===== src/rtl/mem_arb_pkg.sv =====
// mem_arb_pkg: shared FSM/grant types and default latency for mem_access_arbiter
package mem_arb_pkg;
    typedef enum logic [1:0] {IDLE, ACCESS, RESP} state_t;
    typedef enum logic {GNT_IF, GNT_DM} grant_t;
    localparam int MEM_LATENCY_DEF = 1;
endpackage


===== src/rtl/mem_arb_picker.sv =====
// mem_arb_picker: combinational winner select between fetch and data ports.
// MEM_ARB_ROUND_ROBIN_EN alternates ties via last_grant; otherwise the data port always wins.
module mem_arb_picker
    import mem_arb_pkg::*;
(
    input  logic if_req,
    input  logic dm_req,
    input  logic last_grant,
    output logic grant
);
`ifdef MEM_ARB_ROUND_ROBIN_EN
    assign grant = (if_req && dm_req) ? ((last_grant == GNT_DM) ? GNT_IF : GNT_DM)
                                      : (dm_req ? GNT_DM : GNT_IF);
`else
    logic unused_in;
    assign unused_in = if_req ^ last_grant;
    assign grant = dm_req ? GNT_DM : GNT_IF;
`endif
endmodule


===== src/rtl/mem_access_arbiter.sv =====
// mem_access_arbiter: shares the single-port data memory between instruction fetch and the data stage.
// Define MEM_ARB_ROUND_ROBIN_EN to alternate grants on simultaneous requests (default: data port wins).
module mem_access_arbiter
    import mem_arb_pkg::*;
#(
    parameter int ADDR_W      = 16,
    parameter int DATA_W      = 16,
    parameter int MEM_LATENCY = MEM_LATENCY_DEF
) (
    input  logic              clock,
    input  logic              reset_n,
    input  logic              if_req,
    input  logic [ADDR_W-1:0] if_addr,
    output logic              if_ack,
    output logic [DATA_W-1:0] if_rdata,
    input  logic              dm_req,
    input  logic              dm_we,
    input  logic [ADDR_W-1:0] dm_addr,
    input  logic [DATA_W-1:0] dm_wdata,
    output logic              dm_ack,
    output logic [DATA_W-1:0] dm_rdata,
    output logic [ADDR_W-1:0] mem_addr,
    output logic [DATA_W-1:0] mem_wdata,
    output logic              mem_we,
    input  logic [DATA_W-1:0] mem_rdata,
    output logic              busy
);
    localparam int CNT_W = $clog2(MEM_LATENCY + 1);
    state_t           state;
    logic [CNT_W-1:0] cnt;
    logic             sel_dm;
    logic             lat_we;
    logic             grant;
    logic             last_grant;
`ifndef MEM_ARB_ROUND_ROBIN_EN
    assign last_grant = GNT_IF;
`endif
    mem_arb_picker u_picker (
        .if_req     (if_req),
        .dm_req     (dm_req),
        .last_grant (last_grant),
        .grant      (grant)
    );
    assign busy = (state != IDLE);
    // mem_addr/mem_wdata are the latches themselves, so they hold through IDLE and RESP
    always_ff @(posedge clock or negedge reset_n) begin
        if (!reset_n) begin
            state     <= IDLE;
            cnt       <= '0;
            sel_dm    <= 1'b0;
            lat_we    <= 1'b0;
            mem_addr  <= '0;
            mem_wdata <= '0;
            mem_we    <= 1'b0;
            if_ack    <= 1'b0;
            dm_ack    <= 1'b0;
            if_rdata  <= '0;
            dm_rdata  <= '0;
`ifdef MEM_ARB_ROUND_ROBIN_EN
            last_grant <= GNT_IF;
`endif
        end else begin
            if_ack <= 1'b0;
            dm_ack <= 1'b0;
            mem_we <= 1'b0;
            case (state)
                IDLE: if (if_req || dm_req) begin
                    sel_dm    <= (grant == GNT_DM);
                    lat_we    <= (grant == GNT_DM) && dm_we;
                    mem_we    <= (grant == GNT_DM) && dm_we;
                    mem_addr  <= (grant == GNT_DM) ? dm_addr : if_addr;
                    mem_wdata <= (grant == GNT_DM) ? dm_wdata : mem_wdata;
                    cnt       <= CNT_W'(MEM_LATENCY - 1);
                    state     <= ACCESS;
`ifdef MEM_ARB_ROUND_ROBIN_EN
                    last_grant <= grant;
`endif
                end
                ACCESS: if (cnt == '0) begin
                    if (!lat_we && sel_dm) dm_rdata <= mem_rdata;
                    if (!lat_we && !sel_dm) if_rdata <= mem_rdata;
                    if_ack <= !sel_dm;
                    dm_ack <= sel_dm;
                    state  <= RESP;
                end else begin
                    cnt <= cnt - 1'b1;
                end
                RESP: state <= IDLE;
                default: state <= IDLE;
            endcase
        end
    end
    // requester must hold its request until the ack has been seen
    a_req_held: assert property (@(posedge clock) disable iff (!reset_n)
        (state != IDLE) |-> (sel_dm ? dm_req : if_req));
endmodule


===== config.mk =====
export PLATFORM = sky130hd
export DESIGN_NAME = mem_access_arbiter
export DESIGN_NICKNAME = d
export VERILOG_FILES = /design/src/rtl/mem_arb_pkg.sv /design/src/rtl/mem_arb_picker.sv /design/src/rtl/mem_access_arbiter.sv
export SDC_FILE = /design/constraint.sdc
export NUM_CORES = 1
export LEC_CHECK = 0
export ABC_CLOCK_PERIOD_IN_PS = 1400
export BUFFER_PORTS_ARGS = -buffer_cell sky130_fd_sc_hd__buf_2
export CORE_ASPECT_RATIO = 2
export CORE_MARGIN = 10
export CORE_UTILIZATION = 42
export CTS_CLUSTER_DIAMETER = 40
export DETAILED_ROUTE_END_ITERATION = 7
export HOLD_SLACK_MARGIN = 0.03
export PLACE_DENSITY = 0.87
export SETUP_SLACK_MARGIN = 0.05
export SYNTH_ARGS = -nofsm -noshare
export SYNTH_HDL_FRONTEND = slang
export SYNTH_SLANG_ARGS = --single-unit

===== constraint.sdc =====
create_clock -name clock -period 1.4 [get_ports clock]
set_input_delay 0.21 -clock clock [delete_from_list [all_inputs] [get_ports clock]]
set_output_delay 0.21 -clock clock [all_outputs]
set_load 0.02 [all_outputs]

# Yosys cells after proc, flatten, opt, wreduce, memory -nomap -nowiden
# Cells that the tools add are included.
classes:
  addsub: 1
  n_eq_ne: 3
  mux: 14
  bitwise: 1
  reduce_logical: 15
op_table:
  columns: ["operator", "n"]
  rows:
  - ["$mux W16", 1]
  - ["$mux W1", 9]
  - ["$reduce_and A3 Y1", 3]
  - ["$reduce_and A2 Y1", 3]
  - ["$mux W2", 2]
  - ["$ne A2 B2 Y1 const B", 2]
  - ["$pmux W2 S2", 1]
  - ["$reduce_bool A2 Y1", 2]
  - ["$logic_and A1 B1 Y1", 3]
  - ["$eq A2 B1 Y1 const B", 1]
  - ["$logic_not A1 Y1", 2]
  - ["$logic_not A2 Y1", 1]
  - ["$pmux W1 S2", 1]
  - ["$logic_or A1 B1 Y1", 1]
  - ["$not A1 Y1", 1]
  - ["$sub A1 B1 Y1 const B", 1]
word_totals:
  register_bits: 72
  inputBits: 69
  output_inout_bits: 68
  wordCells: 45

# Logic depth before layout (Yosys ltp)
# Gate-level depths: netlist (run 1).
logic_depth:
  depth_word: 4
  mapped_depth: 6
  mapped_depth_nobuf: 3

# Hierarchy
# From an unflattened synthesis (run 1), not the netlist that was laid out.
hier_totals:
  hier_cells: 196
  hier_area_um2: 2850.2
by_module_without_submodules:
  columns: ["mod", "instances", "cells_per_inst", "area_each_um2", "seq_area_each_um2"]
  rows:
  - ["mem_access_arbiter", 1, 195, 2842.7, 1776.7]
  - ["mem_arb_picker", 1, 1, 7.5, 0.0]

# Worst setup path after synthesis (run 1)
# Ideal clock, no wire load.
synth_timing:
  path_kind: "register to register"
  from: "reg state[1]"
  to: "reg if_rdata[10]"
  setup_time_ps: 128
  arrival_ps: 1388
  t_required_ps: 1272
  setup_slack_ps: -116
  stages_incl_launch_ff: 5
  path_buffers: 1
  synth_period_minus_slack_ps: 1516
  cell_sequence: "dfrtp_1 -> nand2b_1 -> nor3_4 -> buf_4 -> mux2_1"
synth_between:
  elab_chain_cells: 2
synth_rtl:
  columns: ["item", "line_no", "text"]
  rows:
  - ["from (decl)", "mem_access_arbiter.sv:29", "state_t state;"]
  - ["from (signal assigned)", "mem_access_arbiter.sv:48", "state <= IDLE;"]
  - ["from (signal assigned)", "mem_access_arbiter.sv:74", "state <= ACCESS;"]
  - ["from (signal assigned)", "mem_access_arbiter.sv:84", "state <= RESP;"]
  - ["$eq A2 B1 Y1", "mem_access_arbiter.sv:66", "case (state)"]
  - ["$reduce_and A3 Y1 (no line)", null, null]
  - ["to (signal assigned)", "mem_access_arbiter.sv:81", "if (!lat_we && !sel_dm) if_rdata <= mem_rdata;"]
  - ["to (decl)", "mem_access_arbiter.sv:15", "output logic [DATA_W-1:0] if_rdata,"]
# No other way between the ends.
# A chain may end at the register's enable or synchronous reset.

# Final worst setup path (run 1)
layout_timing:
  from: "reg state[1]"
  to: "out busy"
layout_between:
  elab_chain_cells: 1
layout_rtl:
  columns: ["item", "line_no", "text"]
  rows:
  - ["$reduce_bool A2 Y1", "mem_access_arbiter.sv:44", "assign busy = (state != IDLE);"]
  - ["to (decl)", "mem_access_arbiter.sv:26", "output logic busy"]
# No other way between the ends.

==> results of run 1 <==
[stage by stage]
| stage | TNS (ns) | hold slack, ns | instances |
|---|---|---|---|
| 3_5_place_dp | -11.95 | 0.1541 | 421 |
| 4_1_cts | -2.766 | 0.1014 | 446 |
| 3_3_place_gp | -8.550 | 0.1400 | 421 |
| 6_report | -4.275 | 0.1113 | 451 |
| 2_1_floorplan | -2.599 | -0.08559 | 192 |
| 5_1_grt | -7.160 | 0.1074 | 451 |
[synth_stat cells]
library cell / number / area share, %
inv_2: 1 / 0.13
nor3b_4: 1 / 0.65
nor2b_1: 1 / 0.22
nor2_1: 2 / 0.26
nor3_4: 1 / 0.56
o21ai_0: 16 / 2.8
and2_1: 1 / 0.22
inv_1: 1 / 0.13
mux2_2: 13 / 5.1
clkbuf_1: 2 / 0.26
buf_4: 1 / 0.26
o21ai_1: 7 / 1.2
nand2b_1: 1 / 0.22
mux2_1: 25 / 9.7
mux2_4: 10 / 5.2
or2_1: 2 / 0.43
a21o_1: 2 / 0.52
buf_2: 4 / 0.69
o21ai_2: 9 / 2.7
dfrtp_1: 71 / 61
mux2i_1: 16 / 5.5
buf_6: 4 / 1.6
and3b_1: 1 / 0.30
[kinds of logic (layout without fill, tap and decap cells)]
family / count (synthesis) / after routing / share of synthesized area, %
flops: 71 / 71 / 61.39
mux: 64 / 64 / 25.51
compound gates: 34 / 34 / 7.220
buf+inv: 13 / 184 / 3.026
simple gates: 10 / 10 / 2.854
[area by class of cell]
type                    count  share of cell area, %
multi-input cells         108                  27.92
well taps                  88                  2.383
clock inverters             5                  2.302
clock buffers              10                  5.172
repair buffers            167                  23.61
inverters                   2                 0.1625
flip-flops and latches     71                  38.45
[flip-flops by register name, summed over array words and instances (netlist names)]
register   flops
sel_dm         1
lat_we         1
if_ack         1
dm_ack         1
mem_wdata     16
dm_rdata      16
if_rdata      16
mem_we         1
mem_addr      16
state          2
[metal layers]
metal | share of wire (%) | vias to the layer above
met4 | 2.8 | 0
met3 | 7.6 | 17
met5 | 0 | -
met1 | 33 | 1116
li1 | - | 1018
met2 | 57 | 100
[worst max path at each step]
stage,end,start,slack (ns)
after CTS,busy,state[1],-0.17
after detailed placement,dm_rdata[1],state[1],-0.62
after global placement,dm_rdata[0],state[1],-0.47
after global routing,if_rdata[13],state[0],-0.20
after floorplan,if_rdata[10],state[1],-0.1
final,busy,state[1],-0.17
[critical path: stages, from the launching register on]
cell     delay [ns]
dfrtp_1        0.39
buf_6          0.13
or2_4          0.25
buf_6          0.13
buf_6          0.12
[power groups by stage]
stage / clock network (W) / logic [W] / registers, W
5_1_grt: 0.00278 / 0.00655 / 0.00384
3_3_place_gp: 0 / 0.00473 / 0.00354
2_1_floorplan: 0 / 0.00189 / 0.00483
4_1_cts: 0.00266 / 0.00600 / 0.00365
6_report: 0.00263 / 0.00619 / 0.00373
3_5_place_dp: 0 / 0.00490 / 0.00359
[timing repair]
item                                    CTS  global route
cloned                                    2             1
pin swaps                                 8             2
endpoints found under the setup margin   67            67
hold endpoints to repair                 13             0
setup buffers                             7             4
gates resized for setup                  80            11
hold buffers                              1             0
==> metrics.md, run 1 <==
| Metric | Value |
|---|---|
| Outcome | `finished with violations` |
| Failing checks | `setup timing` |
| Worst slew pin tran | `0.4206 ns` |
| Lkg Pwr | `2.355 nW` |
| Slew HR | `71.96%` |
| Die extent in x | `78.70 um` |
| CTS clock-pin slew for the worst setup and hold paths | `0.05 ns` |
| Met3 Usage GRT | `5.809%` |
| Detailed Place HPWL | `6.229 mm` |
| Switching share of power | `36.95%` |
| Peak Freq | `638.4 MHz` |
| Total CTS buffers | `9` |
| Fillers | `472` |
| # setup viols final | `64` |
| CTS sink count | `71` |
| Max-slew violations | `0` |
| Clock buffer depth | `2` |
| Share of cells above drive strength 1 | `73.00%` |
| Setup Crit Path Kind | `register to output port` |
| Antenna violations before repair | `0` |
| Clock power frac | `21.0%` |
| Die Area | `10810 um2` |
| Register area share after synthesis | `61.39%` |
| Most frequent cells in the layout | `135 x buf_2, 71 x dfrtp_1, 48 x mux2_4` |
| Drt pass-1 iters | `4` |
| Seq pwr share | `29.7%` |
| Global route total overflow | `0` |
| NetSw | `0.004638 W` |
| Hold Path Origin | `dm_wdata[10]` |
| Register area | `1777 um2` |
| CP Capture Type | `output port` |
| FF+latch count, synth | `71` |
| Post-route DRC | `0` |
| GPL Wtd Cong | `0.7325` |
| Area Overhead vs Synth | `59.66%` |
| Fin util | `69.24%` |
| Comb pwr share | `49.3%` |
| RSZ-0062 raised after global routing | `yes` |
| Ant. Diodes | `0` |
| CP max FO | `3` |
| Design Area, Final | `4621 um2` |
| Worst Path Arrival | `1.36 ns` |
| Hold EP | `mem_wdata[10]` |
| Nets@finish | `428` |
| Worst Path Required | `1.19 ns` |
| Worst Hold Depth | `2` |
| Hold/Removal Path Class | `input port to register` |
| Max-cap violations | `0` |
| GR Util met1 | `16.00%` |
| TritonCTS clock tree | `done` |
| Syn Nets | `261` |
| Die Span Y | `137.4 um` |
| Wire per inst | `20.47 um` |
| H-Tree Depth | `3` |
| Initial Utilization | `43.36%` |
| # IOs | `137` |
| Clock Latency Late Sink | `0.34 ns` |
| Post-layout minimum cycle time | `1.566 ns` |
| Clk_skew | `0.007797 ns` |
| Largest net degree at the start of global routing | `36` |
| Clock root cell | `clkbuf_16` |
| Vias in the first global route | `2654` |
| Dpl ws | `-0.6200 ns` |
| Power Total | `0.01255 W` |
| Detail Route Antenna Nets | `0` |
| WL final | `9.231 mm` |
| Most common cell after layout, fill and taps aside | `buf_2` |
| IO Port Bufs | `136` |
| Synth cell types | `23` |
| Mapped Area | `2894 um2` |
| Average vias per placed instance | `4.991` |
| Internal | `0.007915 W` |
| Core Region | `6674 um2` |
| Worst reg-to-reg path cell count | `6` |
| Synth Warn # | `0` |
| GR Util All Layers | `16.81%` |
| Final Hold Viols | `0` |
| R2r setup slk | `-0.14 ns` |
| Busiest layer in global routing | `met2` |
| Crit share post-route | `111.9%` |
| Mean Syn Cell Area | `15.07 um2` |
| Power Dens Cells | `2717 nW/um2` |
| GRT met2 Usage | `30.88%` |
| Global-route wire length before repair | `14.03 mm` |
| Final worst slack | `-0.1663 ns` |
| Reg-to-reg critical path startpoint | `state[1]` |
| Initial detailed-routing violation count | `89` |
| VDD IR max | `1.238 mV` |
| Reg2reg end | `if_rdata[2]` |
| Worst setup SP type | `register` |
| Cell Area, Placed | `3815 um2` |
| Cell Rows | `42` |
| Post-Synthesis Cells | `192` |
| Area of the multi-input gates | `1290 um2` |
| Total vias in the final route | `2251` |
(Power assumes the default switching activity.)
==> inputs of run 2 (changes only) <==
--- a/config.mk
+++ b/config.mk
@@ -8,7 +8,7 @@
 export ABC_CLOCK_PERIOD_IN_PS = 1400
 export BUFFER_PORTS_ARGS = -buffer_cell sky130_fd_sc_hd__buf_2
 export CORE_ASPECT_RATIO = 2
-export CORE_MARGIN = 10
+export CORE_MARGIN = 2
 export CORE_UTILIZATION = 42
 export CTS_CLUSTER_DIAMETER = 40
 export DETAILED_ROUTE_END_ITERATION = 7
==> run 2 against run 1 <==
The run still ends with setup timing left; largest power group unchanged; sequential power barely moved; clock-buffer cell count up 1; power down 4.3%; largest cell class unchanged; setup slack better by 0.0025 ns; register-to-register slack about the same; combinational power decreased by 4.4%; cell count decreased by 1.6%; non-clock buffer count shrank 7.
==> metrics.md, run 2 (synthesis gave the netlist of run 1 again) <==
| Metric | Value |
|---|---|
| Die extent in x | `62.70 um (-20%)` |
| Share of cells above drive strength 1 | `72.75% (-0.25 points)` |
| Switching share of power | `36.63% (-0.32 points)` |
| Failing checks | `setup timing` |
| Comb pwr share | `49.3% (about the same)` |
| Most frequent cells in the layout | `135 x buf_2, 71 x dfrtp_1, 47 x mux2_4` |
| Area Overhead vs Synth | `56.59%` |
| CP max FO | `3 (unchanged)` |
| Clock root cell | `clkbuf_16` |
| Worst slew pin tran | `0.5062 ns (+0.08561 ns)` |
| Fin util | `68.44% (-0.79 points)` |
| Final Hold Viols | `0 (unchanged)` |
| Drt pass-1 iters | `4 (unchanged)` |
| Vias in the first global route | `2367 (-11%)` |
| Internal | `0.007610 W (-3.9%)` |
| CP Capture Type | `output port` |
| Top cell by count, worst path | `buf_6` |
| Die Area | `7611 um2 (-30%)` |
| Most common cell after layout, fill and taps aside | `buf_2` |
| Slowest cell on the critical path | `dfrtp_1` |
| Largest delay share family, worst path | `flip-flops` |
| Slew HR | `66.26% (-5.7 points)` |
| CTS sink count | `71 (unchanged)` |
| Clk_skew | `0.005508 ns (-0.002289 ns)` |
| Total vias in the final route | `2150 (-4.5%)` |
| Global route total overflow | `0 (unchanged)` |
| Largest net degree at the start of global routing | `30 (-17%)` |
| IO Port Bufs | `136 (unchanged)` |
| GPL Wtd Cong | `0.7413 (+1.2%)` |
| RSZ-0062 raised after global routing | `yes` |
| Fin cells | `444 (-1.6%)` |
| Ant. Diodes | `0 (unchanged)` |
| Outcome | `finished with violations` |
| GR Util All Layers | `19.79% (+3.0 points)` |
| Peak Freq | `639.5 MHz (+0.16%)` |
| Post-layout minimum cycle time | `1.564 ns (-0.002460 ns)` |
| Hold/Removal Path Class | `input port to register` |
| Final worst slack | `-0.1638 ns (+0.002460 ns)` |
| # setup viols final | `59 (-7.8%)` |
| Detail Route Antenna Nets | `0 (unchanged)` |
| NetSw | `0.004399 W (-5.2%)` |
| Clock buffer depth | `2 (unchanged)` |
| WL final | `7.199 mm (-22%)` |
| Antenna violations before repair | `0 (unchanged)` |
| Max-slew violations | `0 (unchanged)` |
| Total CTS buffers | `9 (unchanged)` |
| Worst Path Arrival | `1.35 ns (about the same)` |
| Worst Path Required | `1.19 ns (about the same)` |
| Die Span Y | `121.4 um (-12%)` |
| H-Tree Depth | `3 (unchanged)` |
| # IOs | `137 (unchanged)` |
| Clock Latency Late Sink | `0.33 ns (about the same)` |
| WP buf/inv | `3 (unchanged)` |
| Core Region | `6621 um2 (-0.79%)` |
| Hold_ws | `0.1129 ns (+0.001579 ns)` |
| Nets@finish | `421 (-1.6%)` |
| CP peak stage delay | `0.39 ns (about the same)` |
| VDD IR max | `1.419 mV (+15%)` |
| Detailed Place HPWL | `5.052 mm (-19%)` |
| Initial Utilization | `43.71% (+0.34 points)` |
| Global-route wire length before repair | `11.50 mm (-18%)` |
| Worst setup SP type | `register` |
| Max-cap violations | `0 (unchanged)` |
| Lkg Pwr | `2.303 nW (-2.2%)` |
| Wire per inst | `16.21 um (-21%)` |
| Setup Crit Path Kind | `register to output port` |
| Average vias per placed instance | `4.842 (-3.0%)` |
| Post-route DRC | `0 (unchanged)` |
| Placed insts | `422 (+0.24%)` |
| Initial detailed-routing violation count | `46 (-48%)` |
| Crit share post-route | `111.7% (-0.18 points)` |
| Seq pwr share | `31.0% (+1.3 points)` |
| Critical path cell sequence | `buf_6, or2_4, buf_6, buf_6` |
| Cell Rows | `42 (unchanged)` |
| Fillers | `505 (+7.0%)` |
| TritonCTS clock tree | `done` |
| Power Dens Cells | `2650 nW/um2 (-2.5%)` |
| Clock power frac | `19.7% (-1.3 points)` |
| CTS clock-pin slew for the worst setup and hold paths | `0.06 ns (about the same)` |
## run 2: changes by cell type in the layout (fill, tap and decap cells not counted), moves of 2 or more
cell,change
clkinv_2,+2
o21ai_4,+5
buf_6,-2
o21ai_1,-2
buf_4,-2
o21ai_2,-3
## run 2: metal layers
layer  track usage, %  share of wire [%]  vias up
li1                 -                  -      997
met1            20.68                 36     1055
met2            36.63                 57       87
met3            4.638                5.1       11
met4            9.444                2.1        0
met5                0                  0        -
## run 2: timing repair
item / 4_1_cts / 5_1_grt
hold buffers: 1 / 0
gates cloned: 1 / 0
resized for setup: 80 / 15
setup endpoints to repair: 67 / 67
setup buffers: 5 / 0
hold endpoints to repair: 17 / 0
pin swaps: 12 / 3
## run 2: final timing paths
check	from	end	slack (ns)	depth (start not counted)
setup / recovery	state[1]	busy	-0.16	4
hold / removal	dm_wdata[14]	mem_wdata[14]	0.11	2
setup reg to reg	state[1]	mem_wdata[5]	-0.13	5
hold reg to reg	mem_addr[4]	mem_addr[4]	0.49	2
max in group asynchronous	reset_n	if_rdata[9]	0.46	3
min in group asynchronous	reset_n	state[0]	0.41	2
## run 2: area by class of cell
class | count | area, um2 | share of cell area (%)
multi-input cells | 108 | 1331 | 29.38
flip-flops and latches | 71 | 1777 | 39.20
repair buffers | 160 | 993.5 | 21.92
inverters | 2 | 7.507 | 0.1657
well taps | 88 | 110.1 | 2.430
clock buffers | 11 | 242.7 | 5.356
clock inverters | 4 | 70.07 | 1.546
## run 2: power groups by stage
stage | clock, W | sequential (W) | combinational (W)
after floorplan | 0 | 0.00483 | 0.00189
after global placement | 0 | 0.00358 | 0.00461
after detailed placement | 0 | 0.00360 | 0.00475
after CTS | 0.00243 | 0.00367 | 0.00574
after global routing | 0.00251 | 0.00386 | 0.00625
final | 0.00237 | 0.00372 | 0.00592
## run 2: worst register-to-register path, delay by kind of cell (launching register included)
kind,cells,cell delay (ns)
flip-flops,1,0.39
multiplexers,1,0.35
buffers and inverters,3,0.47
AND/OR/NAND/NOR,1,0.21
## run 2: metrics by stage
stage	total power [W]	instance area (um2)	setup TNS, ns	worst slack, ns
final	0.01201	4532	-4.836	-0.1638
after global routing	0.01261	4532	-7.852	-0.1983
after CTS	0.01185	4444	-4.569	-0.1512
after detailed placement	0.008351	3810	-11.39	-0.5580
after global placement	0.008190	3810	-9.017	-0.4738
after floorplan	0.006724	2952	-2.599	-0.09860
